`src/rtl/instr_encoder_pkg.sv`:
```
// Shared MIPS encoding definitions: opcode values, field widths, encoder FSM states
// and the supported-opcode predicate used by the legality check.
package mips_pkg;

  localparam int OP_W     = 6;
  localparam int REG_W    = 5;
  localparam int FUNCT_W  = 6;
  localparam int IMM_W    = 16;
  localparam int TARGET_W = 26;
  localparam int WORD_W   = 32;

  localparam logic [OP_W-1:0] OP_RTYPE  = 6'b000000;
  localparam logic [OP_W-1:0] OP_REGIMM = 6'b000001;
  localparam logic [OP_W-1:0] OP_J      = 6'b000010;
  localparam logic [OP_W-1:0] OP_JAL    = 6'b000011;
  localparam logic [OP_W-1:0] OP_BEQ    = 6'b000100;
  localparam logic [OP_W-1:0] OP_BNE    = 6'b000101;
  localparam logic [OP_W-1:0] OP_BLEZ   = 6'b000110;
  localparam logic [OP_W-1:0] OP_ADDIU  = 6'b001001;
  localparam logic [OP_W-1:0] OP_SLTI   = 6'b001010;
  localparam logic [OP_W-1:0] OP_SLTIU  = 6'b001011;
  localparam logic [OP_W-1:0] OP_ANDI   = 6'b001100;
  localparam logic [OP_W-1:0] OP_ORI    = 6'b001101;
  localparam logic [OP_W-1:0] OP_XORI   = 6'b001110;
  localparam logic [OP_W-1:0] OP_LUI    = 6'b001111;
  localparam logic [OP_W-1:0] OP_LB     = 6'b100000;
  localparam logic [OP_W-1:0] OP_LW     = 6'b100011;
  localparam logic [OP_W-1:0] OP_SB     = 6'b101000;
  localparam logic [OP_W-1:0] OP_SW     = 6'b101011;

  typedef enum logic [1:0] {
    ST_IDLE,
    ST_RUN,
    ST_DONE
  } enc_state_t;

  function automatic logic op_is_legal(input logic [OP_W-1:0] op);
    case (op)
      OP_RTYPE, OP_REGIMM, OP_J, OP_JAL, OP_BEQ, OP_BNE, OP_BLEZ,
      OP_ADDIU, OP_SLTI, OP_SLTIU, OP_ANDI, OP_ORI, OP_XORI, OP_LUI,
      OP_LB, OP_LW, OP_SB, OP_SW: return 1'b1;
      default:                    return 1'b0;
    endcase
  endfunction

endpackage

```
`src/rtl/instr_encoder_if.sv`:
```
// Instruction-field stream into the encoder: valid/ready handshake, last marker and
// the raw MIPS fields. master = field source, slave = encoder.
interface instr_encoder_if;
  import mips_pkg::*;

  logic                in_valid;
  logic                in_ready;
  logic                in_last;
  logic [OP_W-1:0]     in_op;
  logic [REG_W-1:0]    in_rs;
  logic [REG_W-1:0]    in_rt;
  logic [REG_W-1:0]    in_rd;
  logic [REG_W-1:0]    in_shamt;
  logic [FUNCT_W-1:0]  in_funct;
  logic [IMM_W-1:0]    in_imm;
  logic [TARGET_W-1:0] in_target;

  modport master (
    output in_valid, in_last, in_op, in_rs, in_rt, in_rd, in_shamt,
           in_funct, in_imm, in_target,
    input  in_ready
  );

  modport slave (
    input  in_valid, in_last, in_op, in_rs, in_rt, in_rd, in_shamt,
           in_funct, in_imm, in_target,
    output in_ready
  );

endinterface

```
`src/rtl/instr_encoder_pack.sv`:
```
// Combinational R/I/J field packer plus opcode legality flag.
// Define INSTR_ENC_OPCHECK_EN to enable the legality check; otherwise every op is legal.
module instr_pack
  import mips_pkg::*;
(
  input  logic [OP_W-1:0]     op,
  input  logic [REG_W-1:0]    rs,
  input  logic [REG_W-1:0]    rt,
  input  logic [REG_W-1:0]    rd,
  input  logic [REG_W-1:0]    shamt,
  input  logic [FUNCT_W-1:0]  funct,
  input  logic [IMM_W-1:0]    imm,
  input  logic [TARGET_W-1:0] target,
  output logic [WORD_W-1:0]   word,
  output logic                legal
);

  always_comb begin
    word = {op, rs, rt, imm};
    case (op)
      OP_RTYPE:    word = {op, rs, rt, rd, shamt, funct};
      OP_J, OP_JAL: word = {op, target};
      // REGIMM carries its sub-opcode in rt, which the source does not supply.
      OP_REGIMM:   word = {op, rs, {REG_W{1'b0}}, imm};
      OP_LUI:      word = {op, {REG_W{1'b0}}, rt, imm};
      default:     ;
    endcase
  end

`ifdef INSTR_ENC_OPCHECK_EN
  assign legal = op_is_legal(op);
`else
  assign legal = 1'b1;
`endif

endmodule

```
`src/rtl/instr_encoder.sv`:
```
// Instruction encoder / imem loader: FSM, address and count registers, registered
// write port. Legality checking is compiled in with INSTR_ENC_OPCHECK_EN.
module instr_encoder
  import mips_pkg::*;
#(
  parameter int                ADDR_W      = 32,
  parameter int                DEPTH_WORDS = 256,
  parameter logic [ADDR_W-1:0] BASE_ADDR   = '0,
  localparam int               CNT_W       = $clog2(DEPTH_WORDS) + 1
) (
  input  logic               clk,
  input  logic               reset,
  input  logic               start,
  instr_encoder_if.slave     in_bus,
  output logic               imem_we,
  output logic [ADDR_W-1:0]  imem_addr,
  output logic [WORD_W-1:0]  imem_wdata,
  output logic               busy,
  output logic               done,
  output logic               err_illegal,
  output logic               err_overflow,
  output logic [CNT_W-1:0]   word_count
);

  localparam logic [CNT_W-1:0] DEPTH_CNT = CNT_W'(DEPTH_WORDS);

  enc_state_t          state_reg;
  logic [ADDR_W-1:0]   addr_reg;
  logic [CNT_W-1:0]    count_reg;
  logic                imem_we_reg;
  logic [ADDR_W-1:0]   imem_addr_reg;
  logic [WORD_W-1:0]   imem_wdata_reg;
  logic                done_reg;
  logic                err_illegal_reg;
  logic                err_overflow_reg;

  logic [WORD_W-1:0]   pack_word;
  logic                pack_legal;
  logic                accept;
  logic [CNT_W-1:0]    count_next;

  instr_pack u_pack (
    .op     (in_bus.in_op),
    .rs     (in_bus.in_rs),
    .rt     (in_bus.in_rt),
    .rd     (in_bus.in_rd),
    .shamt  (in_bus.in_shamt),
    .funct  (in_bus.in_funct),
    .imm    (in_bus.in_imm),
    .target (in_bus.in_target),
    .word   (pack_word),
    .legal  (pack_legal)
  );

  assign in_bus.in_ready = (state_reg == ST_RUN) && (count_reg < DEPTH_CNT);
  assign accept          = in_bus.in_valid && in_bus.in_ready;
  assign count_next      = count_reg + CNT_W'(1);

  always_ff @(posedge clk) begin
    if (reset) begin
      state_reg        <= ST_IDLE;
      addr_reg         <= BASE_ADDR;
      count_reg        <= '0;
      imem_we_reg      <= 1'b0;
      imem_addr_reg    <= BASE_ADDR;
      imem_wdata_reg   <= '0;
      done_reg         <= 1'b0;
      err_illegal_reg  <= 1'b0;
      err_overflow_reg <= 1'b0;
    end else begin
      imem_we_reg <= 1'b0;
      done_reg    <= 1'b0;
      case (state_reg)
        ST_IDLE: begin
          if (start) begin
            state_reg        <= ST_RUN;
            addr_reg         <= BASE_ADDR;
            count_reg        <= '0;
            err_illegal_reg  <= 1'b0;
            err_overflow_reg <= 1'b0;
          end
        end
        ST_RUN: begin
          if (accept) begin
            if (pack_legal) begin
              imem_we_reg    <= 1'b1;
              imem_addr_reg  <= addr_reg;
              imem_wdata_reg <= pack_word;
              addr_reg       <= addr_reg + ADDR_W'(4);
              count_reg      <= count_next;
            end else begin
              err_illegal_reg <= 1'b1;
            end
            // A last-marked word closes the load cleanly even if it fills the memory.
            if (in_bus.in_last) begin
              state_reg <= ST_DONE;
              done_reg  <= 1'b1;
            end else if (pack_legal && count_next == DEPTH_CNT) begin
              state_reg        <= ST_DONE;
              done_reg         <= 1'b1;
              err_overflow_reg <= 1'b1;
            end
          end
        end
        ST_DONE: state_reg <= ST_IDLE;
        default: state_reg <= ST_IDLE;
      endcase
    end
  end

  assign imem_we      = imem_we_reg;
  assign imem_addr    = imem_addr_reg;
  assign imem_wdata   = imem_wdata_reg;
  assign busy         = (state_reg != ST_IDLE);
  assign done         = done_reg;
  assign err_illegal  = err_illegal_reg;
  assign err_overflow = err_overflow_reg;
  assign word_count   = count_reg;

endmodule

```
`src/flat_wrapper.sv`:
```
// flat-port wrapper written by rule: the top's interface ports become plain ports
module instr_encoder_flat import mips_pkg::*;
#(
  parameter int                ADDR_W      = 32,
  parameter int                DEPTH_WORDS = 256,
  parameter logic [ADDR_W-1:0] BASE_ADDR   = '0,
  localparam int               CNT_W       = $clog2(DEPTH_WORDS) + 1
)
  (clk, reset, start, imem_we, imem_addr, imem_wdata, busy, done, err_illegal, err_overflow, word_count, in_bus_in_valid, in_bus_in_last, in_bus_in_op, in_bus_in_rs, in_bus_in_rt, in_bus_in_rd, in_bus_in_shamt, in_bus_in_funct, in_bus_in_imm, in_bus_in_target, in_bus_in_ready);
  instr_encoder_if in_bus_i ();
  input  logic clk;
  input  logic reset;
  input  logic start;
  output logic imem_we;
  output logic [ADDR_W-1:0] imem_addr;
  output logic [WORD_W-1:0] imem_wdata;
  output logic busy;
  output logic done;
  output logic err_illegal;
  output logic err_overflow;
  output logic [CNT_W-1:0] word_count;
  input wire logic [$bits(in_bus_i.in_valid)-1:0] in_bus_in_valid;
  input wire logic [$bits(in_bus_i.in_last)-1:0] in_bus_in_last;
  input wire logic [$bits(in_bus_i.in_op)-1:0] in_bus_in_op;
  input wire logic [$bits(in_bus_i.in_rs)-1:0] in_bus_in_rs;
  input wire logic [$bits(in_bus_i.in_rt)-1:0] in_bus_in_rt;
  input wire logic [$bits(in_bus_i.in_rd)-1:0] in_bus_in_rd;
  input wire logic [$bits(in_bus_i.in_shamt)-1:0] in_bus_in_shamt;
  input wire logic [$bits(in_bus_i.in_funct)-1:0] in_bus_in_funct;
  input wire logic [$bits(in_bus_i.in_imm)-1:0] in_bus_in_imm;
  input wire logic [$bits(in_bus_i.in_target)-1:0] in_bus_in_target;
  output wire logic [$bits(in_bus_i.in_ready)-1:0] in_bus_in_ready;
  assign in_bus_i.in_valid = in_bus_in_valid;
  assign in_bus_i.in_last = in_bus_in_last;
  assign in_bus_i.in_op = in_bus_in_op;
  assign in_bus_i.in_rs = in_bus_in_rs;
  assign in_bus_i.in_rt = in_bus_in_rt;
  assign in_bus_i.in_rd = in_bus_in_rd;
  assign in_bus_i.in_shamt = in_bus_in_shamt;
  assign in_bus_i.in_funct = in_bus_in_funct;
  assign in_bus_i.in_imm = in_bus_in_imm;
  assign in_bus_i.in_target = in_bus_in_target;
  assign in_bus_in_ready = in_bus_i.in_ready;
  instr_encoder #(.ADDR_W(ADDR_W), .DEPTH_WORDS(DEPTH_WORDS), .BASE_ADDR(BASE_ADDR)) u_core (.clk(clk), .reset(reset), .start(start), .in_bus(in_bus_i), .imem_we(imem_we), .imem_addr(imem_addr), .imem_wdata(imem_wdata), .busy(busy), .done(done), .err_illegal(err_illegal), .err_overflow(err_overflow), .word_count(word_count));
endmodule
```
`config.mk`:
```
export PLATFORM = sky130hd
export DESIGN_NAME = instr_encoder_flat
export DESIGN_NICKNAME = d
export VERILOG_FILES = /design/src/rtl/instr_encoder_pkg.sv /design/src/rtl/instr_encoder_if.sv /design/src/rtl/instr_encoder_pack.sv /design/src/rtl/instr_encoder.sv /design/src/flat_wrapper.sv
export SDC_FILE = /design/constraint.sdc
export NUM_CORES = 1
export LEC_CHECK = 0
export ABC_AREA = 1
export BUFFER_PORTS_ARGS = -buffer_cell sky130_fd_sc_hd__buf_2
export CORE_MARGIN = 2
export CORE_UTILIZATION = 45
export CTS_CLUSTER_SIZE = 8
export DETAILED_ROUTE_END_ITERATION = 7
export GPL_ROUTABILITY_DRIVEN = 0
export HOLD_SLACK_MARGIN = 0.03
export PLACE_DENSITY_LB_ADDON = 0.12
export SYNTH_ARGS = -nofsm -noshare
export SYNTH_HDL_FRONTEND = slang
export SYNTH_SLANG_ARGS = --single-unit
```
`constraint.sdc`:
```
create_clock -name clk -period 4.54 [get_ports clk]
set_clock_uncertainty 0.05 [all_clocks]
set_input_delay 0.227 -clock clk [delete_from_list [all_inputs] [get_ports clk]]
set_output_delay 0.227 -clock clk [all_outputs]
set_load 0.03 [all_outputs]
```
Word level (Yosys, flattened, before mapping)
Cells that the tools add are included.
{"block": "totals", "ff_bits": 110, "output_inout_bits": 79}
{"block": "op_classes", "add_sub_neg": 2, "order_cmp": 1, "eq_ne": 11, "muxes": 20, "n_bitwise": 2, "reduce_logical": 13}
{"op": "26-bit one-hot mux with 4 select lines", "n": 1}
{"op": "32-bit 2-to-1 mux", "n": 2}
{"op": "32-bit one-hot mux with 2 select lines", "n": 1}
{"op": "32-bit by 3-bit adder with 32-bit output (second input constant)", "n": 1}
{"op": "9-bit 2-to-1 mux", "n": 2}
{"op": "9-bit one-hot mux with 2 select lines", "n": 1}
{"op": "6-bit by 2-bit equality test with 1-bit output (second input constant)", "n": 2}
{"op": "9-bit by 1-bit adder with 9-bit output (second input constant)", "n": 1}
{"op": "9-bit equality test (second input constant)", "n": 1}
{"op": "9-bit less-than comparator (second input constant)", "n": 1}
{"op": "2-bit 2-to-1 mux", "n": 4}
{"op": "1-bit 2-to-1 mux", "n": 7}
{"op": "6-bit by 1-bit equality test with 1-bit output (second input constant)", "n": 1}
{"op": "6-bit by 4-bit equality test with 1-bit output (second input constant)", "n": 1}
{"op": "6-bit zero test", "n": 1}
{"op": "2-bit inequality test (second input constant)", "n": 3}
{"op": "3-bit AND reduction", "n": 2}
{"op": "5-bit AND reduction", "n": 1}
{"op": "2-bit one-hot mux with 2 select lines", "n": 1}
{"op": "2-bit nonzero test", "n": 2}
{"op": "2-bit OR reduction", "n": 2}
{"op": "3-bit inequality test (second input constant)", "n": 1}
{"op": "3-bit OR reduction", "n": 1}
{"op": "2-bit by 1-bit equality test with 1-bit output (second input constant)", "n": 1}
{"op": "6 further kinds", "n": 8}

Logic depth before layout (Yosys ltp)
{"block": "logic_depth", "word_depth": 6, "depth_mapped": 12, "ltp_nobuf": 12}

Cells and area by module
A second synthesis with hierarchy kept.
{"block": "hier_totals", "hier_cells": 779, "hier_area_um2": 5398.9}
{"mod": "instr_encoder", "n_inst": 1, "cells_each": 654, "area_each_um2": 4685.7, "seq_area_each_um2": 2142.1}
{"mod": "instr_pack", "n_inst": 1, "cells_each": 125, "area_each_um2": 713.2, "seq_area_each_um2": 0.0}

Worst setup path before layout
Ideal clock, no wire load.
{"block": "synth_timing", "kind": "reg-to-reg", "start": "register u_core.count_reg[1] (netlist: u_core.word_count[1])", "end": "register u_core.state_reg[0]", "setup_ns": 0.112, "arrival_time_ns": 1.597, "slack_ns": 2.780, "path_stages_with_launch": 11, "n_path_buf": 0, "period_less_slack_ns": 1.760, "path_cell_list": "dfxtp_1 > ha_1 > nand3_1 > o21ai_0 > nand2_1 > nor2_1 > nand3_1 > nand2_1 > nand2_1 > nand2_1 > nand2_1"}
{"block": "synth_between", "elab_chain_cells": 5, "elab_cells_between_ends": 8, "cone_classes": "add/sub: 1; order compare: 1; eq/ne: 3; reduce/logical: 3"}
{"item": "from (decl)", "line_no": "instr_encoder.sv:29", "rtl": "logic [CNT_W-1:0] count_reg;"}
{"item": "from (signal assigned)", "line_no": "instr_encoder.sv:90", "rtl": "count_reg <= count_next;"}
{"item": "branches (longest 4 deep; another with 9-bit by 1-bit adder with 9-bit output)"}
{"item": "3-bit AND reduction (no source line) *"}
{"item": "to (signal assigned)", "line_no": "instr_encoder.sv:61", "rtl": "state_reg <= ST_IDLE;"}
{"item": "to (signal assigned)", "line_no": "instr_encoder.sv:76", "rtl": "state_reg <= ST_RUN;"}
{"item": "to (signal assigned)", "line_no": "instr_encoder.sv:96", "rtl": "state_reg <= ST_DONE;"}
{"item": "to (decl)", "line_no": "instr_encoder.sv:27", "rtl": "enc_state_t state_reg;"}
Every way passes the cells marked *.
A chain may end at the register's enable or synchronous reset.

Worst setup path in the final report
{"block": "layout_timing", "start": "register u_core.state_reg[0]", "end": "register u_core.addr_reg[9]"}
{"block": "layout_between", "elab_chain_cells": 5, "elab_cells_between_ends": 9, "cone_classes": "eq/ne: 3; mux: 1; reduce/logical: 5"}
{"item": "2-bit by 1-bit equality test with 1-bit output", "line_no": "instr_encoder.sv:55, instr_encoder.sv:73"}
{"item": "1-bit logical AND", "line_no": "instr_encoder.sv:55", "rtl": "assign in_bus.in_ready = (state_reg == ST_RUN) && (count_reg < DEPTH_CNT);"}
{"item": "1-bit logical AND", "line_no": "instr_encoder.sv:56", "rtl": "assign accept = in_bus.in_valid && in_bus.in_ready;"}
{"item": "2-bit by 1-bit inequality test with 1-bit output (no source line)"}
{"item": "3-bit AND reduction (no source line)"}
{"item": "to (signal assigned)", "line_no": "instr_encoder.sv:89", "rtl": "addr_reg <= addr_reg + ADDR_W'(4);"}
{"item": "to (decl)", "line_no": "instr_encoder.sv:28", "rtl": "logic [ADDR_W-1:0] addr_reg;"}
Several ways; a longest one is shown, not always the timed one.

==> flow_summary.toml <==
[floorplanning]
initial_utilization_pct = 45.7
rows = 38
die_x_um = 108
chipHeight_um = 108
ios = 158
die_area_um2 = 11800
coreArea_um2 = 10700

[layout]
layout_common_cells = "179 x nand2_1, 154 x buf_2, 106 x dfxtp_1, 99 x nor2_1, 71 x o21ai_0"
layout_commonest_cell = "nand2_1"
largest_reg_flops = 32
final_core_util_pct = 55.2
fin_cells = 980
area_growth_pct = 20.7
drive_above_1_share_pct = 22.7
diodes = 0
fillers = 1065
final_nets = 918

[power]
p_leak_nw = 2.56
power.density_nw_per_um2 = 323
ir_drop_uv = 167

[timing]
fin_tns_setup_ns = 0
drv_slew = 0
fmax_mhz = 484
setup_ws_ns = 2.47
min_period_ns = 2.07
min_period_over_period_pct = 45.5
rsz0062_at_grt = "false"
relSlewSlack_pct = 29.6
tightest_slew_ns = 1.05
hold_violations = 0
setup_viol = 0

[critical_path]
r2r_start = "u_core.state_reg[0]$_SDFFE_PP0P_"
critPathKind = "flop to flop"
worstPathRequired_ns = 4.76
end_kind = "flop"
cp-start-kind = "flop"
r2r_end = "u_core.addr_reg[9]$_SDFFE_PP0P_"
endpoint = "u_core.addr_reg[9]$_SDFFE_PP0P_"
reg2reg_depth = 9
regToRegSetupSlack_ns = 2.47
crit_arrival_ns = 2.29
startpoint = "u_core.state_reg[0]$_SDFFE_PP0P_"
cp_max_fo = 25

[global_route]
grt_max_degree = 71
grt_pass1_wl_um = 21700
grt_overflow = 0
grt_usage_pct = 23.1
grt_pass1_vias = 4725
grt_antenna_before_repair = 0

[place]
hpwl_um = 9750
place_inst = 964
port_buffers = 154
pre_cts_slack_ns = 2.39

[synth]
netlist_area_um2 = 4910
avgSynthCellArea_um2 = 7.06
synth-main-ff-cell = "dfxtp_1"
synth_seq_cells = 106
synth-edff-count = 0
seq_area_frac_synth_pct = 43.2
synthCells = 696
yosys_warnings = 0
synth_cell_types = 37
synth-async-reset-ratio_pct = 0

[clocking]
cts_max_path_buffers = 2
path_clk_slew_ns = 0.10
post-cts-setup-buffers = 0
cts-root-buf = "clkbuf_8"
cts-htree-levels = 3
ctsResizeCount = 0
cts_tree = "built"
clk_latency_ns = 0.37
cts_sinks = 106
cts_buffers = 9

[route]
routed_wl_um = 13300
first_pass_iters = 5
wl_per_cell_um = 13.5
vias = 5054
route.antenna.remaining_nets = 0
drt-initial-drc-count = 259
avgViaCountPerCell = 5.16
drc_errors = 0

[run_status]
outcome = "finished clean"

[worst_hold_path]
hp-class = "input pin to flop"

[job]
cap_violations = 0
-- layout make-up --
class | instances | area, µm² | area share, %
Clock inverter | 5 | 56.3 | 0.950
Sequential cell | 106 | 2120 | 35.8
Multi-Input combinational cell | 508 | 2440 | 41.2
Inverter | 52 | 195 | 3.29
Tap cell | 140 | 175 | 2.95
Timing Repair Buffer | 159 | 811 | 13.7
Clock buffer | 10 | 128 | 2.15
-- kinds of logic after synthesis --
logic type / count (synthesis) / share of synthesized area (%)
other: 1 / 0.0763
adders and majority gates: 3 / 0.764
and+or+nand+nor: 340 / 29.7
AOI/OAI and AO/OA: 154 / 17.5
buffers and inverters: 84 / 7.26
xor gates and xnor gates: 6 / 1.07
muxes: 2 / 0.408
DFF: 106 / 43.2
-- power breakdown --
part	internal (mW)	switching [mW]	leakage, nW
sequential	0.979	0.0231	0.862
combinational	0.102	0.243	1.61
clock	0.252	0.318	0.0921
-- metal layers --
| layer | global-route usage (%) | share of wire [%] | up-vias |
|---|---|---|---|
| met5 | 0 | 0 | - |
| met4 | 10.6 | 2.5 | 0 |
| met3 | 5.06 | 7.2 | 25 |
| met2 | 37.5 | 47 | 180 |
| met1 | 29.2 | 43 | 2285 |
| li1 | - | - | 2564 |
-- Yosys cell counts (3+ instances only) --
library cell | count | share of area, %
buf_4 | 4 | 0.61
xor2_1 | 5 | 0.89
a41oi_1 | 16 | 2.9
clkbuf_1 | 16 | 1.2
nor2_1 | 99 | 7.6
a21oi_1 | 60 | 6.1
nand4_1 | 12 | 1.5
inv_1 | 50 | 3.8
nor3_1 | 11 | 1.1
o21ai_0 | 71 | 7.2
ha_1 | 3 | 0.76
buf_2 | 9 | 0.92
nor2_2 | 6 | 0.76
nand2_1 | 179 | 14
nand3_1 | 20 | 2.0
dfxtp_1 | 106 | 43
-- how the worst min path moves through the flow --
stage	startpoint	endpoint	slack, ns	depth (start not counted)
finish	in_bus_in_rt[4]	u_core.imem_wdata[20]$_SDFFE_PP0P_	0.04	3
global route	in_bus_in_rt[2]	u_core.imem_wdata[18]$_SDFFE_PP0P_	0.04	3
CTS	in_bus_in_rt[4]	u_core.imem_wdata[20]$_SDFFE_PP0P_	0.03	3
detailed placement	u_core.err_overflow$_SDFFE_PP0P_	u_core.err_overflow$_SDFFE_PP0P_	0.40	2
global placement	u_core.err_overflow$_SDFFE_PP0P_	u_core.err_overflow$_SDFFE_PP0P_	0.40	2
floorplan	in_bus_in_rt[0]	u_core.imem_wdata[16]$_SDFFE_PP0P_	0.32	2
-- worst max-delay path: stages, from the launching register on --
cell and delay, ns:
dfxtp_1 0.34, inv_1 0.08, nor2_4 0.22, nand3_4 0.30, nand2_4 0.30, inv_2 0.19
nor2_1 0.20, nand2_1 0.09, o21ai_0 0.14, a21oi_1 0.06
-- metrics by stage --
step	instance area (µm²)	hold slack, ns	power [mW]
after global placement	5730	0.398	1.36
final	5930	0.0415	1.92
after floorplan	4920	0.319	1.26
after detailed placement	5730	0.397	1.37
after CTS	5920	0.0300	1.93
after global routing	5930	0.0380	2.01
-- what timing repair did --
item / CTS / global route
hold buffers: 0 / 1
endpoints found under the hold margin: 0 / 1
endpoints found under the setup margin: 0 / 0
No activity file was read; power rests on OpenSTA's default activity.
